`src/rtl/ctrl_pkg.sv`:
```
// Shared encodings for the multicycle RV32I control path: opcodes, datapath
// mux selects, immediate formats, ALU operations and the controller states.
package ctrl_pkg;

    // Supported major opcodes (instr[6:0])
    localparam logic [6:0] OP_LW   = 7'b0000011;
    localparam logic [6:0] OP_SW   = 7'b0100011;
    localparam logic [6:0] OP_R    = 7'b0110011;
    localparam logic [6:0] OP_I    = 7'b0010011;
    localparam logic [6:0] OP_BR   = 7'b1100011;
    localparam logic [6:0] OP_JAL  = 7'b1101111;
    localparam logic [6:0] OP_LUI  = 7'b0110111;

    // Sign-extender format select
    localparam logic [2:0] IMM_I   = 3'b000;
    localparam logic [2:0] IMM_S   = 3'b001;
    localparam logic [2:0] IMM_B   = 3'b010;
    localparam logic [2:0] IMM_J   = 3'b011;
    localparam logic [2:0] IMM_U   = 3'b100;

    // ALU operation encoding
    localparam logic [2:0] ALU_ADD = 3'b000;
    localparam logic [2:0] ALU_SUB = 3'b001;
    localparam logic [2:0] ALU_AND = 3'b010;
    localparam logic [2:0] ALU_OR  = 3'b011;
    localparam logic [2:0] ALU_XOR = 3'b100;
    localparam logic [2:0] ALU_SLT = 3'b101;

    // ALU source A select
    localparam logic [1:0] SRCA_PC    = 2'd0;
    localparam logic [1:0] SRCA_OLDPC = 2'd1;
    localparam logic [1:0] SRCA_RS1   = 2'd2;
    localparam logic [1:0] SRCA_ZERO  = 2'd3;

    // ALU source B select
    localparam logic [1:0] SRCB_RS2   = 2'd0;
    localparam logic [1:0] SRCB_IMM   = 2'd1;
    localparam logic [1:0] SRCB_FOUR  = 2'd2;

    // Result mux select
    localparam logic [1:0] RES_ALUOUT = 2'd0;
    localparam logic [1:0] RES_DATA   = 2'd1;
    localparam logic [1:0] RES_ALURES = 2'd2;

    // Branch funct3 values handled by the core
    localparam logic [2:0] F3_BEQ = 3'b000;
    localparam logic [2:0] F3_BNE = 3'b001;

    typedef enum logic [3:0] {
        S_FETCH    = 4'd0,
        S_DECODE   = 4'd1,
        S_MEMADR   = 4'd2,
        S_MEMREAD  = 4'd3,
        S_MEMWB    = 4'd4,
        S_MEMWRITE = 4'd5,
        S_EXECR    = 4'd6,
        S_EXECI    = 4'd7,
        S_ALUWB    = 4'd8,
        S_BRANCH   = 4'd9,
        S_JAL      = 4'd10,
        S_LUI      = 4'd11,
        S_TRAP     = 4'd12
    } state_t;

    // Bundle of every datapath control the FSM drives
    typedef struct packed {
        logic       mem_req;
        logic       memwrite;
        logic       adrsrc;
        logic       irwrite;
        logic       pcwrite;
        logic       regwrite;
        logic [2:0] immsrc;
        logic [1:0] alusrca;
        logic [1:0] alusrcb;
        logic [2:0] alucontrol;
        logic [1:0] resultsrc;
    } ctrl_t;

endpackage

```
`src/rtl/multicycle_ctrl_alu_decoder.sv`:
```
// Combinational ALU operation decode from funct3/funct7b5. The subtract form
// of funct3=000 exists only for R-type; immediates always add. Unsupported
// funct3 values report valid=0 so the FSM can trap.
module alu_decoder
    import ctrl_pkg::*;
(
    input  logic [2:0] funct3,
    input  logic       funct7b5,
    input  logic       is_rtype,
    output logic [2:0] alucontrol,
    output logic       valid
);

    // Map funct3 (and funct7b5 for R-type) onto the ALU operation code
    always_comb begin
        alucontrol = ALU_ADD;
        valid      = 1'b1;
        case (funct3)
            3'b000: begin
                if (is_rtype && funct7b5) begin
                    alucontrol = ALU_SUB;
                end else begin
                    alucontrol = ALU_ADD;
                end
            end
            3'b010:  alucontrol = ALU_SLT;
            3'b100:  alucontrol = ALU_XOR;
            3'b110:  alucontrol = ALU_OR;
            3'b111:  alucontrol = ALU_AND;
            default: begin
                alucontrol = ALU_ADD;
                valid      = 1'b0;
            end
        endcase
    end

endmodule

```
`src/rtl/multicycle_ctrl.sv`:
```
// Main control FSM of the multicycle RV32I core. Sequences fetch, decode,
// execute, memory and writeback over a shared ALU and one memory port,
// counts retired instructions and traps on unsupported encodings.
module multicycle_ctrl
    import ctrl_pkg::*;
#(
    parameter int CNT_W = 32
) (
    input  logic             clk_i,
    input  logic             rst_i,
    input  logic [6:0]       opcode_i,
    input  logic [2:0]       funct3_i,
    input  logic             funct7b5_i,
    input  logic             zero_i,
    input  logic             mem_ready_i,
    output logic             mem_req_o,
    output logic             memwrite_o,
    output logic             adrsrc_o,
    output logic             irwrite_o,
    output logic             pcwrite_o,
    output logic             regwrite_o,
    output logic [2:0]       immsrc_o,
    output logic [1:0]       alusrca_o,
    output logic [1:0]       alusrcb_o,
    output logic [2:0]       alucontrol_o,
    output logic [1:0]       resultsrc_o,
    output logic             illegal_o,
    output logic [CNT_W-1:0] instret_o
);

    localparam logic [CNT_W-1:0] CNT_ONE = {{(CNT_W-1){1'b0}}, 1'b1};

    state_t           state_r;
    state_t           next_s;
    ctrl_t            ctrl_s;
    ctrl_t            ctrl_out_s;
    logic             retire_s;
    logic             is_rtype_s;
    logic [2:0]       dec_alu_s;
    logic             dec_valid_s;
    logic [CNT_W-1:0] instret_r;
    logic             illegal_r;

    assign is_rtype_s = (state_r == S_EXECR);

    alu_decoder u_alu_decoder (
        .funct3     (funct3_i),
        .funct7b5   (funct7b5_i),
        .is_rtype   (is_rtype_s),
        .alucontrol (dec_alu_s),
        .valid      (dec_valid_s)
    );

    // State register; reset wins over any in-flight memory handshake
    always_ff @(posedge clk_i) begin
        if (rst_i) begin
            state_r <= S_FETCH;
        end else begin
            state_r <= next_s;
        end
    end

    // Next-state and Moore outputs (plus zero/funct3 in BRANCH, ready in memory states)
    always_comb begin
        next_s   = state_r;
        ctrl_s   = '0;
        retire_s = 1'b0;
        case (state_r)
            S_FETCH: begin
                ctrl_s.mem_req = 1'b1;
                ctrl_s.adrsrc  = 1'b0;
                if (mem_ready_i) begin
                    ctrl_s.irwrite    = 1'b1;
                    ctrl_s.pcwrite    = 1'b1;
                    ctrl_s.alusrca    = SRCA_PC;
                    ctrl_s.alusrcb    = SRCB_FOUR;
                    ctrl_s.alucontrol = ALU_ADD;
                    ctrl_s.resultsrc  = RES_ALURES;
                    next_s            = S_DECODE;
                end else begin
                    next_s = S_FETCH;
                end
            end
            S_DECODE: begin
                // Branch/jump target oldPC+imm is parked in ALUOut here
                ctrl_s.alusrca    = SRCA_OLDPC;
                ctrl_s.alusrcb    = SRCB_IMM;
                ctrl_s.alucontrol = ALU_ADD;
                ctrl_s.immsrc     = IMM_B;
                case (opcode_i)
                    OP_LW, OP_SW: next_s = S_MEMADR;
                    OP_R:         next_s = S_EXECR;
                    OP_I:         next_s = S_EXECI;
                    OP_BR:        next_s = S_BRANCH;
                    OP_JAL:       next_s = S_JAL;
                    OP_LUI:       next_s = S_LUI;
                    default:      next_s = S_TRAP;
                endcase
            end
            S_MEMADR: begin
                ctrl_s.alusrca    = SRCA_RS1;
                ctrl_s.alusrcb    = SRCB_IMM;
                ctrl_s.alucontrol = ALU_ADD;
                if (opcode_i == OP_SW) begin
                    ctrl_s.immsrc = IMM_S;
                    next_s        = S_MEMWRITE;
                end else begin
                    ctrl_s.immsrc = IMM_I;
                    next_s        = S_MEMREAD;
                end
            end
            S_MEMREAD: begin
                ctrl_s.mem_req = 1'b1;
                ctrl_s.adrsrc  = 1'b1;
                if (mem_ready_i) begin
                    next_s = S_MEMWB;
                end else begin
                    next_s = S_MEMREAD;
                end
            end
            S_MEMWB: begin
                ctrl_s.regwrite  = 1'b1;
                ctrl_s.resultsrc = RES_DATA;
                retire_s         = 1'b1;
                next_s           = S_FETCH;
            end
            S_MEMWRITE: begin
                ctrl_s.mem_req  = 1'b1;
                ctrl_s.memwrite = 1'b1;
                ctrl_s.adrsrc   = 1'b1;
                if (mem_ready_i) begin
                    retire_s = 1'b1;
                    next_s   = S_FETCH;
                end else begin
                    next_s = S_MEMWRITE;
                end
            end
            S_EXECR: begin
                ctrl_s.alusrca    = SRCA_RS1;
                ctrl_s.alusrcb    = SRCB_RS2;
                ctrl_s.alucontrol = dec_alu_s;
                if (dec_valid_s) begin
                    next_s = S_ALUWB;
                end else begin
                    next_s = S_TRAP;
                end
            end
            S_EXECI: begin
                ctrl_s.alusrca    = SRCA_RS1;
                ctrl_s.alusrcb    = SRCB_IMM;
                ctrl_s.immsrc     = IMM_I;
                ctrl_s.alucontrol = dec_alu_s;
                if (dec_valid_s) begin
                    next_s = S_ALUWB;
                end else begin
                    next_s = S_TRAP;
                end
            end
            S_ALUWB: begin
                ctrl_s.regwrite  = 1'b1;
                ctrl_s.resultsrc = RES_ALUOUT;
                retire_s         = 1'b1;
                next_s           = S_FETCH;
            end
            S_BRANCH: begin
                ctrl_s.alusrca    = SRCA_RS1;
                ctrl_s.alusrcb    = SRCB_RS2;
                ctrl_s.alucontrol = ALU_SUB;
                ctrl_s.resultsrc  = RES_ALUOUT;
                case (funct3_i)
                    F3_BEQ: begin
                        ctrl_s.pcwrite = zero_i;
                        retire_s       = 1'b1;
                        next_s         = S_FETCH;
                    end
                    F3_BNE: begin
                        ctrl_s.pcwrite = ~zero_i;
                        retire_s       = 1'b1;
                        next_s         = S_FETCH;
                    end
                    default: begin
                        next_s = S_TRAP;
                    end
                endcase
            end
            S_JAL: begin
                // Link value oldPC+4 on the ALU; PC takes the target from ALUOut
                ctrl_s.alusrca    = SRCA_OLDPC;
                ctrl_s.alusrcb    = SRCB_FOUR;
                ctrl_s.alucontrol = ALU_ADD;
                ctrl_s.resultsrc  = RES_ALUOUT;
                ctrl_s.immsrc     = IMM_J;
                ctrl_s.pcwrite    = 1'b1;
                next_s            = S_ALUWB;
            end
            S_LUI: begin
                ctrl_s.alusrca    = SRCA_ZERO;
                ctrl_s.alusrcb    = SRCB_IMM;
                ctrl_s.immsrc     = IMM_U;
                ctrl_s.alucontrol = ALU_ADD;
                next_s            = S_ALUWB;
            end
            S_TRAP: begin
                next_s = S_TRAP;
            end
            default: begin
                // Unreachable encodings fall into the safe trap state
                next_s = S_TRAP;
            end
        endcase
    end

    // Reset silences every enable and the memory request in the same cycle
    always_comb begin
        if (rst_i) begin
            ctrl_out_s = '0;
        end else begin
            ctrl_out_s = ctrl_s;
        end
    end

    // Retired-instruction counter, wraps naturally at 2^CNT_W
    always_ff @(posedge clk_i) begin
        if (rst_i) begin
            instret_r <= '0;
        end else if (retire_s) begin
            instret_r <= instret_r + CNT_ONE;
        end else begin
            instret_r <= instret_r;
        end
    end

    // Sticky illegal flag, raised on entry to TRAP and cleared only by reset
    always_ff @(posedge clk_i) begin
        if (rst_i) begin
            illegal_r <= 1'b0;
        end else if (next_s == S_TRAP) begin
            illegal_r <= 1'b1;
        end else begin
            illegal_r <= illegal_r;
        end
    end

    assign mem_req_o    = ctrl_out_s.mem_req;
    assign memwrite_o   = ctrl_out_s.memwrite;
    assign adrsrc_o     = ctrl_out_s.adrsrc;
    assign irwrite_o    = ctrl_out_s.irwrite;
    assign pcwrite_o    = ctrl_out_s.pcwrite;
    assign regwrite_o   = ctrl_out_s.regwrite;
    assign immsrc_o     = ctrl_out_s.immsrc;
    assign alusrca_o    = ctrl_out_s.alusrca;
    assign alusrcb_o    = ctrl_out_s.alusrcb;
    assign alucontrol_o = ctrl_out_s.alucontrol;
    assign resultsrc_o  = ctrl_out_s.resultsrc;
    assign illegal_o    = illegal_r;
    assign instret_o    = instret_r;

endmodule

```
`config.mk`:
```
export PLATFORM = sky130hd
export DESIGN_NAME = multicycle_ctrl
export DESIGN_NICKNAME = d
export VERILOG_FILES = /design/src/rtl/ctrl_pkg.sv /design/src/rtl/multicycle_ctrl_alu_decoder.sv /design/src/rtl/multicycle_ctrl.sv
export SDC_FILE = /design/constraint.sdc
export NUM_CORES = 1
export LEC_CHECK = 0
export ABC_CLOCK_PERIOD_IN_PS = 1800
export BUFFER_PORTS_ARGS = -buffer_cell sky130_fd_sc_hd__buf_2
export CAP_MARGIN = 20
export CORE_AREA = 2 2 73 75
export CTS_BUF_LIST = sky130_fd_sc_hd__clkbuf_16
export CTS_CLUSTER_DIAMETER = 150
export DETAILED_ROUTE_END_ITERATION = 12
export DIE_AREA = 0 0 75 77
export PLACE_DENSITY = 0.75
export SYNTH_ARGS = -nofsm -noshare
export SYNTH_HDL_FRONTEND = slang
export SYNTH_HIERARCHICAL = 1
export SYNTH_SLANG_ARGS = --single-unit
export TNS_END_PERCENT = 5
```
`constraint.sdc`:
```
create_clock -name clk_i -period 1.8 [get_ports clk_i]
set_input_delay 0.18 -clock clk_i [delete_from_list [all_inputs] [get_ports clk_i]]
set_output_delay 0.18 -clock clk_i [all_outputs]
set_load 0.02 [all_outputs]
```
==> impl_metrics.toml, run 1 <==
[status]
status = "finished, violations left"
violations = "setup timing"

[grt]
grt_pass1_wl_um = 10920
grt_usage_pct = 23.88
overflow = 0
grt_pass1_vias = 2377
grt_max_degree = 23
grt_antenna_before_repair = 0

[power_and_ir_drop]
ir_worst_vdd_v = 0.0005868
powerDensity_mw_per_mm2 = 591.8
p_leak_nw = 1.426

[critical_path]
cp_slowest_cell = "nor4_4"
slowest_delay_ns = 0.43
regToRegSetupSlack_ns = -0.14
crit_family = "simple AND/OR/NAND/NOR gates"
crit_fanout = 6
worstSetupPathType = "register to register"
crit_path_cell_trace = "nand4_1 -> nor4_4 -> o2111ai_4 -> buf_12 -> or3_1 -> a21oi_2"
crit_required_ns = 2.02
cp.arrival_ns = 2.16
startpoint_type = "register"
crit_buf_inv = 1
worstSetupEndpointType = "register"

[floorplan]
die-area_mm2 = 0.005775
ios = 66
rows = 26
die_w_um = 75
die_height_um = 77
initial_utilization_pct = 45.93
coreArea_mm2 = 0.004977

[final_layout]
seqCellArea_um2 = 754.5
multi_input_area_mm2 = 0.001604
fin_nets = 428
diodes = 0
final_util_pct = 69.23
final_cells = 483
stdcell_area_mm2 = 0.003446
drive_above_1_share_pct = 42.62
area_delta_synth_final_pct = 50.74
n_fill_cell = 391

[placement]
gp_congestion = 0.9539
hpwlAfterDp_um = 4754
place_area_mm2 = 0.003018
dp_cells = 467
place_ws_ns = -0.1327
io_buffers = 65

[synth]
synth_top_area_share_pct = 32.40
synthesis.area_mm2 = 0.002286
synth_cell_types = 53
synth_edf_count = 0
yosys_warnings = 6
async_flop_share_pct = 0
synth_area_leaders = "dfxtp_1, a21oi_1, or3_1"
synthTopCellsByCount = "dfxtp_1, nor2_1, a21oi_1, o21ai_0, or3_1"
synth.most_common_cell = "dfxtp_1"
ys_ff_latch = 37
synth_area_per_cell_um2 = 7.697
yosysTopAreaCell = "dfxtp_1"
synth_cells = 297
ys.flop_type = "dfxtp_1"
synth_fp_nets = 313
ys_seq_area_share_pct = 32.40

[clock_tree]
clk_latency_ns = 0.28
tritoncts_num_sinks = 37
clk_pin_slew_worst_paths_ns = 0.06
cts_buffer_depth = 2
hold_buffers = 0
h-tree-depth = 2
numCtsBuffers = 5
root_buffer = "clkbuf_16"
cts_tree = "yes"

[timing]
setup_violations = 22
fin_worst_skew_ns = 0.003394
slew_headroom_pct = 69.70
period_needed_ns = 1.944
tns_ns = -1.460
grt_setup_unrepaired = "yes"
finalHoldViolCount = 0
fin_crit_sh_pct = 108.0
fin_ws_ns = -0.1438
tightestPinTransition_ns = 0.4521
slew_viol_final = 0
fmax_mhz = 514.4

[route]
wl_um = 6881
drtAntennaViolNets = 0
via_per_inst = 5.480
initialDrtViolationCount = 174
drc = 0
routedWlPerCell_um = 14.25
vias = 2647
first_pass_iters = 4

[min_path]
hp-class = "input pin to register"

[run]
maxCapViolations = 0
-- placed cells by master (no fill, tap or decap), types with 3 or more instances in the layout --
| cell type | synthesis | routed |
|---|---|---|
| buf_2 | 6 | 61 |
| buf_4 | 0 | 55 |
| nor2_1 | 33 | 30 |
| dfxtp_1 | 37 | 30 |
| o21ai_0 | 21 | 21 |
| a21oi_1 | 28 | 19 |
| nand2_1 | 18 | 18 |
| or3_1 | 20 | 17 |
| nor3_1 | 16 | 14 |
| nand3_1 | 12 | 12 |
| a21oi_2 | 0 | 9 |
| xnor2_1 | 10 | 9 |
| nand4_1 | 9 | 9 |
| xor2_1 | 6 | 6 |
| inv_1 | 6 | 6 |
| clkbuf_16 | 0 | 6 |
| buf_6 | 0 | 6 |
| dfxtp_2 | 0 | 5 |
| nand2b_1 | 5 | 4 |
| nor3_2 | 1 | 3 |
| nor2_2 | 0 | 3 |
| o211ai_1 | 3 | 3 |
| a211oi_2 | 0 | 3 |
| nand3b_1 | 3 | 3 |
| or3_4 | 0 | 3 |
-- area by class of cell --
class,count,area share (%)
multi-input cells,237,46.55
repair buffers,124,24.11
flip-flops and latches,37,21.90
clock buffers,5,3.631
well taps,70,2.542
inverters,7,0.7625
clock inverters,3,0.5084
-- stage by stage --
| step | hold WS [ns] | power, mW |
|---|---|---|
| finish | 0.2765 | 2.039 |
| global route | 0.2771 | 2.122 |
| CTS | 0.2660 | 2.043 |
| detailed placement | 0.4824 | 1.182 |
| global placement | 0.4672 | 1.178 |
| floorplan | 0.4108 | 1.046 |
-- path summary, 6_finish.rpt --
kind                        end         start  cells after the start
setup / recovery  instret_o[14]  instret_o[3]                      6
hold / removal    instret_o[24]         rst_i                      2
setup reg to reg  instret_o[14]  instret_o[3]                      6
hold reg to reg    instret_o[1]  instret_o[1]                      2
-- power by group --
part	switching [mW]	total (mW)	internal [mW]	leakage, nW
Clock	0.334	0.842	0.507	0.0712
Sequential	0.0166	0.846	0.829	0.303
Combinational	0.200	0.351	0.152	1.05
Total	0.551	2.04	1.49	1.43
-- flip-flops by register name, summed over array words and instances, names as in the netlist --
register / count
instret_o: 32
illegal_o: 1
state_r: 4
-- worst reg2reg max path, stage by stage (launching register included) --
cell	delay (ns)
dfxtp_2	0.33
nand4_1	0.23
nor4_4	0.43
o2111ai_4	0.24
buf_12	0.20
or3_1	0.33
a21oi_2	0.13
-- logic make-up after synthesis --
logic type                 synth area share, %
AOI/OAI and AO/OA                        21.07
DFF                                      32.40
xor gates and xnor gates                 6.130
muxes                                   0.8758
buffers and inverters                    4.105
and+or+nand+nor                          34.87
adders and majority gates               0.5473
-- repair_timing --
action / CTS / global route
setup buffers: 4 / 3
endpoints found under the setup margin: 31 / 37
gates resized for setup: 24 / 23
pin swaps: 9 / 20
endpoints found under the hold margin: 0 / 0
gates cloned: 0 / 1
-- layer usage --
metal	wire, µm	track usage (%)	vias up
li1	-	-	1329
met1	3109	31.28	1239
met2	3355	38.51	71
met3	318	5.125	8
met4	97	7.500	0
met5	0	0	-
Power figures use the tool's default switching activity.
==> inputs of run 2 (changes only) <==
--- a/config.mk
+++ b/config.mk
@@ -13,6 +13,7 @@
 export CTS_CLUSTER_DIAMETER = 150
 export DETAILED_ROUTE_END_ITERATION = 12
 export DIE_AREA = 0 0 75 77
+export MAX_ROUTING_LAYER = met4
 export PLACE_DENSITY = 0.75
 export SYNTH_ARGS = -nofsm -noshare
 export SYNTH_HDL_FRONTEND = slang
==> impl_metrics.toml, run 2 (same netlist as run 1, synthesis figures left out) <==
[power_and_ir_drop]
p_leak_nw = 1.433
p_sw_mw = 0.5646
p_seq_share_pct = 38.4
p_clk_share_pct = 44.2
powerDensity_mw_per_mm2 = 624.8
internal_power_mw = 1.638
netSwitchingFraction_pct = 25.64
ir_worst_vdd_v = 0.0006873
combPwrFrac_pct = 17.4

[final_layout]
layout_common_cells = "buf_2, buf_4, dfxtp_1"
drive_above_1_share_pct = 44.15
area_delta_synth_final_pct = 54.19
largest_register_ffs = 32
diodes = 0
fin_nets = 426
layout_commonest_cell = "buf_2"
final_util_pct = 70.81

[critical_path]
regToRegSetupSlack_ns = -0.12
crit_required_ns = 2.01
crit_fanout = 5
cp.arrival_ns = 2.13
worstSetupEndpointType = "register"
worstSetupPathType = "register to register"
startpoint_type = "register"

[route]
top_layer_used = "met4"
via_per_inst = 5.763
drtAntennaViolNets = 0
wl_met3_um = 524
vias = 2766
initialDrtViolationCount = 166
routed-wl-met2_um = 3663
first_pass_iters = 6
met1_length_um = 3078
routedWlPerCell_um = 15.31
wl_um = 7348
drc = 0

[floorplan]
die_w_um = 75
coreArea_mm2 = 0.004977
rows = 26
die-area_mm2 = 0.005775
ios = 66
initial_utilization_pct = 45.93
die_height_um = 77

[grt]
grt_pass1_vias = 2459
grt_max_degree = 23
grt_pass1_wl_um = 11320
grt_antenna_before_repair = 0
overflow = 0
grt_usage_pct = 25.19

[clock_tree]
h-tree-depth = 2
numCtsBuffers = 5
clk_latency_ns = 0.28
tritoncts_num_sinks = 37
hold_buffers = 0
root_buffer = "clkbuf_16"
cts_tree = "yes"
cts_buffer_depth = 2
clk_pin_slew_worst_paths_ns = 0.06

[timing]
fin_crit_sh_pct = 106.6
fin_ws_ns = -0.1186
grt_setup_unrepaired = "yes"
slew_headroom_pct = 73.44
slew_viol_final = 0
hold_ws_ns = 0.2751
fin_worst_skew_ns = 0.006909
setup_violations = 21
fmax_mhz = 521.2
finalHoldViolCount = 0
tns_ns = -1.357
period_needed_ns = 1.919
tightestPinTransition_ns = 0.3884

[run]
maxCapViolations = 0

[min_path]
hp-class = "input pin to register"

[status]
status = "finished, violations left"
violations = "setup timing"

[placement]
gp_congestion = 0.9420
io_buffers = 65
hpwlAfterDp_um = 4865
[run 2: path summary, 6_finish.rpt]
path                               startpoint             to  cells after the start
worst min register to register  instret_o[31]  instret_o[31]                      2
worst min-delay path                    rst_i     state_r[3]                      2
worst max register to register     state_r[2]  instret_o[16]                      6
worst max-delay path               state_r[2]  instret_o[16]                      6
[run 2: through the flow]
step / worst slack, ns / area, µm² / cells / power [mW]
finish: -0.1186 / 3525 / 480 / 2.202
CTS: -0.07204 / 3308 / 478 / 2.173
global placement: -0.09431 / 3053 / 470 / 1.178
global route: -0.2506 / 3525 / 480 / 2.291
floorplan: -0.09335 / 2298 / 297 / 1.046
detailed placement: -0.1212 / 3053 / 470 / 1.183
[run 2: power groups by stage]
stage / registers, mW / clock network, mW / logic, mW
4_1_cts: 0.846 / 0.984 / 0.344
5_1_grt: 0.846 / 1.03 / 0.414
3_3_place_gp: 0.861 / 0 / 0.317
3_5_place_dp: 0.862 / 0 / 0.322
6_report: 0.845 / 0.974 / 0.383
2_1_floorplan: 0.865 / 0 / 0.181
[run 2: area by class of cell]
| cell class | count | area, µm² |
|---|---|---|
| fill | 403 | 1453 |
| timing repair buffer | 122 | 807.0 |
| tap | 70 | 87.58 |
| multi-input combinational | 237 | 1690 |
| inverter | 7 | 26.28 |
| sequential | 37 | 753.2 |
| clock buffer | 5 | 125.1 |
| clock inverter | 2 | 35.03 |
[run 2: timing repair]
item,4_1_cts,5_1_grt
pin swaps,7,32
setup endpoints to repair,34,39
setup buffers,1,2
resized for setup,22,41
[run 2: worst max-delay path: stages, from the launching register on]
cell	delay, ns
dfxtp_4	0.36
nand4bb_4	0.24
o32ai_4	0.39
buf_4	0.19
o2111ai_4	0.15
or3_1	0.42
a21oi_1	0.13
[run 2: metal layers]
layer  track usage [%]  vias to the layer above
li1                  -                     1327
met1             32.98                     1312
met2             40.18                      115
met3             4.862                       12
met4             5.179                        0
met5                 -                        -
==> inputs of run 3 (changes only) <==
--- a/config.mk
+++ b/config.mk
@@ -6,7 +6,7 @@
 export NUM_CORES = 1
 export LEC_CHECK = 0
 export ABC_CLOCK_PERIOD_IN_PS = 1800
-export BUFFER_PORTS_ARGS = -buffer_cell sky130_fd_sc_hd__buf_2
+export BUFFER_PORTS_ARGS = -buffer_cell sky130_fd_sc_hd__buf_4
 export CAP_MARGIN = 20
 export CORE_AREA = 2 2 73 75
 export CTS_BUF_LIST = sky130_fd_sc_hd__clkbuf_16
==> impl_metrics.toml, run 3 (same netlist as run 1, synthesis figures left out) <==
[status]
status = "finished, violations left"
violations = "setup timing"

[timing]
fin_worst_skew_ns = 0.003498
period_needed_ns = 1.944
setup_violations = 22
slew_viol_final = 0
hold_ws_ns = 0.2554
slew_headroom_pct = 71.24
grt_setup_unrepaired = "yes"
finalHoldViolCount = 0
fin_ws_ns = -0.1443
tightestPinTransition_ns = 0.4206
fin_crit_sh_pct = 108.0
fmax_mhz = 514.3

[final_layout]
final_util_pct = 75.21
fin_nets = 432
layout_commonest_cell = "buf_4"
layout_common_cells = "buf_4, dfxtp_1, nor2_1"
area_delta_synth_final_pct = 63.77
diodes = 0
stdcell_area_mm2 = 0.003744
largest_register_ffs = 32
drive_above_1_share_pct = 43.03

[floorplan]
rows = 26
initial_utilization_pct = 45.93
die_w_um = 75
ios = 66
die_height_um = 77
die-area_mm2 = 0.005775
coreArea_mm2 = 0.004977

[clock_tree]
numCtsBuffers = 5
clk_pin_slew_worst_paths_ns = 0.06
hold_buffers = 0
h-tree-depth = 2
root_buffer = "clkbuf_16"
cts_tree = "yes"
clk_latency_ns = 0.28
cts_buffer_depth = 2
tritoncts_num_sinks = 37

[power_and_ir_drop]
p_leak_nw = 1.475
ir_worst_vdd_v = 0.0005471
p_clk_share_pct = 43.5
powerDensity_mw_per_mm2 = 600.1
p_sw_mw = 0.5731
combPwrFrac_pct = 18.6
p_seq_share_pct = 37.9
netSwitchingFraction_pct = 25.51
internal_power_mw = 1.673

[route]
drc = 0
drtAntennaViolNets = 0
via_per_inst = 5.774
initialDrtViolationCount = 219
routedWlPerCell_um = 15.84
first_pass_iters = 6
vias = 2806
wl_um = 7700

[grt]
grt_usage_pct = 27.65
overflow = 0
grt_antenna_before_repair = 0
grt_pass1_vias = 2531
grt_pass1_wl_um = 12150
grt_max_degree = 26

[critical_path]
crit_fanout = 4
cp.arrival_ns = 1.76
cp_slowest_cell = "dfxtp_4"
slowest_delay_ns = 0.39
crit_path_cell_trace = "buf_6 -> nand2b_4 -> buf_6 -> nor3_4 -> nand3b_1 -> a21oi_2 -> nand3_1 -> a21oi_2 -> buf_4"
worstSetupPathType = "register to primary output"
startpoint_type = "register"
worstSetupEndpointType = "primary output"
crit_required_ns = 1.62

[min_path]
hp-class = "input pin to register"

[placement]
place_ws_ns = -0.1646
io_buffers = 65
gp_congestion = 0.9621
place_area_mm2 = 0.003193
hpwlAfterDp_um = 4934

[run]
maxCapViolations = 0
-- run 3: path summary, 6_finish.rpt --
| check | cells past startpoint | endpoint | startpoint | slack (ns) |
|---|---|---|---|---|
| max | 9 | alucontrol_o[0] | state_r[2] | -0.14 |
| min | 2 | instret_o[13] | rst_i | 0.26 |
| max reg2reg | 7 | instret_o[11] | state_r[2] | -0.10 |
| min reg2reg | 2 | instret_o[1] | instret_o[1] | 0.52 |
-- run 3: timing repair --
action	in CTS	in global routing
pin swaps	28	6
buffers inserted	8	1
endpoints found under the setup margin	35	40
gates resized for setup	35	23
cloned	3	0
-- run 3: power groups by stage --
stage	registers [mW]	logic, mW	clock network (mW)
2_1_floorplan	0.865	0.181	0
3_3_place_gp	0.863	0.338	0
3_5_place_dp	0.864	0.341	0
4_1_cts	0.849	0.390	0.980
5_1_grt	0.852	0.448	1.02
6_report	0.852	0.418	0.976
-- run 3: worst max-delay path: cells and delay by family, from the launching register on --
family          cells  cell delay (ns)
flops               1             0.39
compound gates      2             0.30
simple gates        4             0.38
buf+inv             3             0.40
-- run 3: metal layers --
metal  share of wire (%)  global-route usage [%]  routed length, µm
met5                   0                       -                  0
met4                 1.9                   8.929                150
met3                 6.5                   4.862                497
met2                  51                   44.47               3920
met1                  41                   34.69               3132
-- run 3: final cells by class --
cell class	instances	area, µm²
Multi-Input combinational cell	238	1668
Fill cell	369	1234
Timing Repair Buffer	127	1049
Sequential cell	37	750.7
Clock buffer	5	125.1
Tap cell	70	87.58
Clock inverter	2	35.03
Inverter	7	28.78
-- run 3: metrics by stage --
step	TNS [ns]	power, mW	std cells
after floorplan	-0.7798	1.046	297
after global placement	-0.5159	1.201	467
after detailed placement	-1.919	1.205	467
after CTS	-0.8662	2.219	485
after global routing	-3.225	2.325	486
final	-1.144	2.246	486
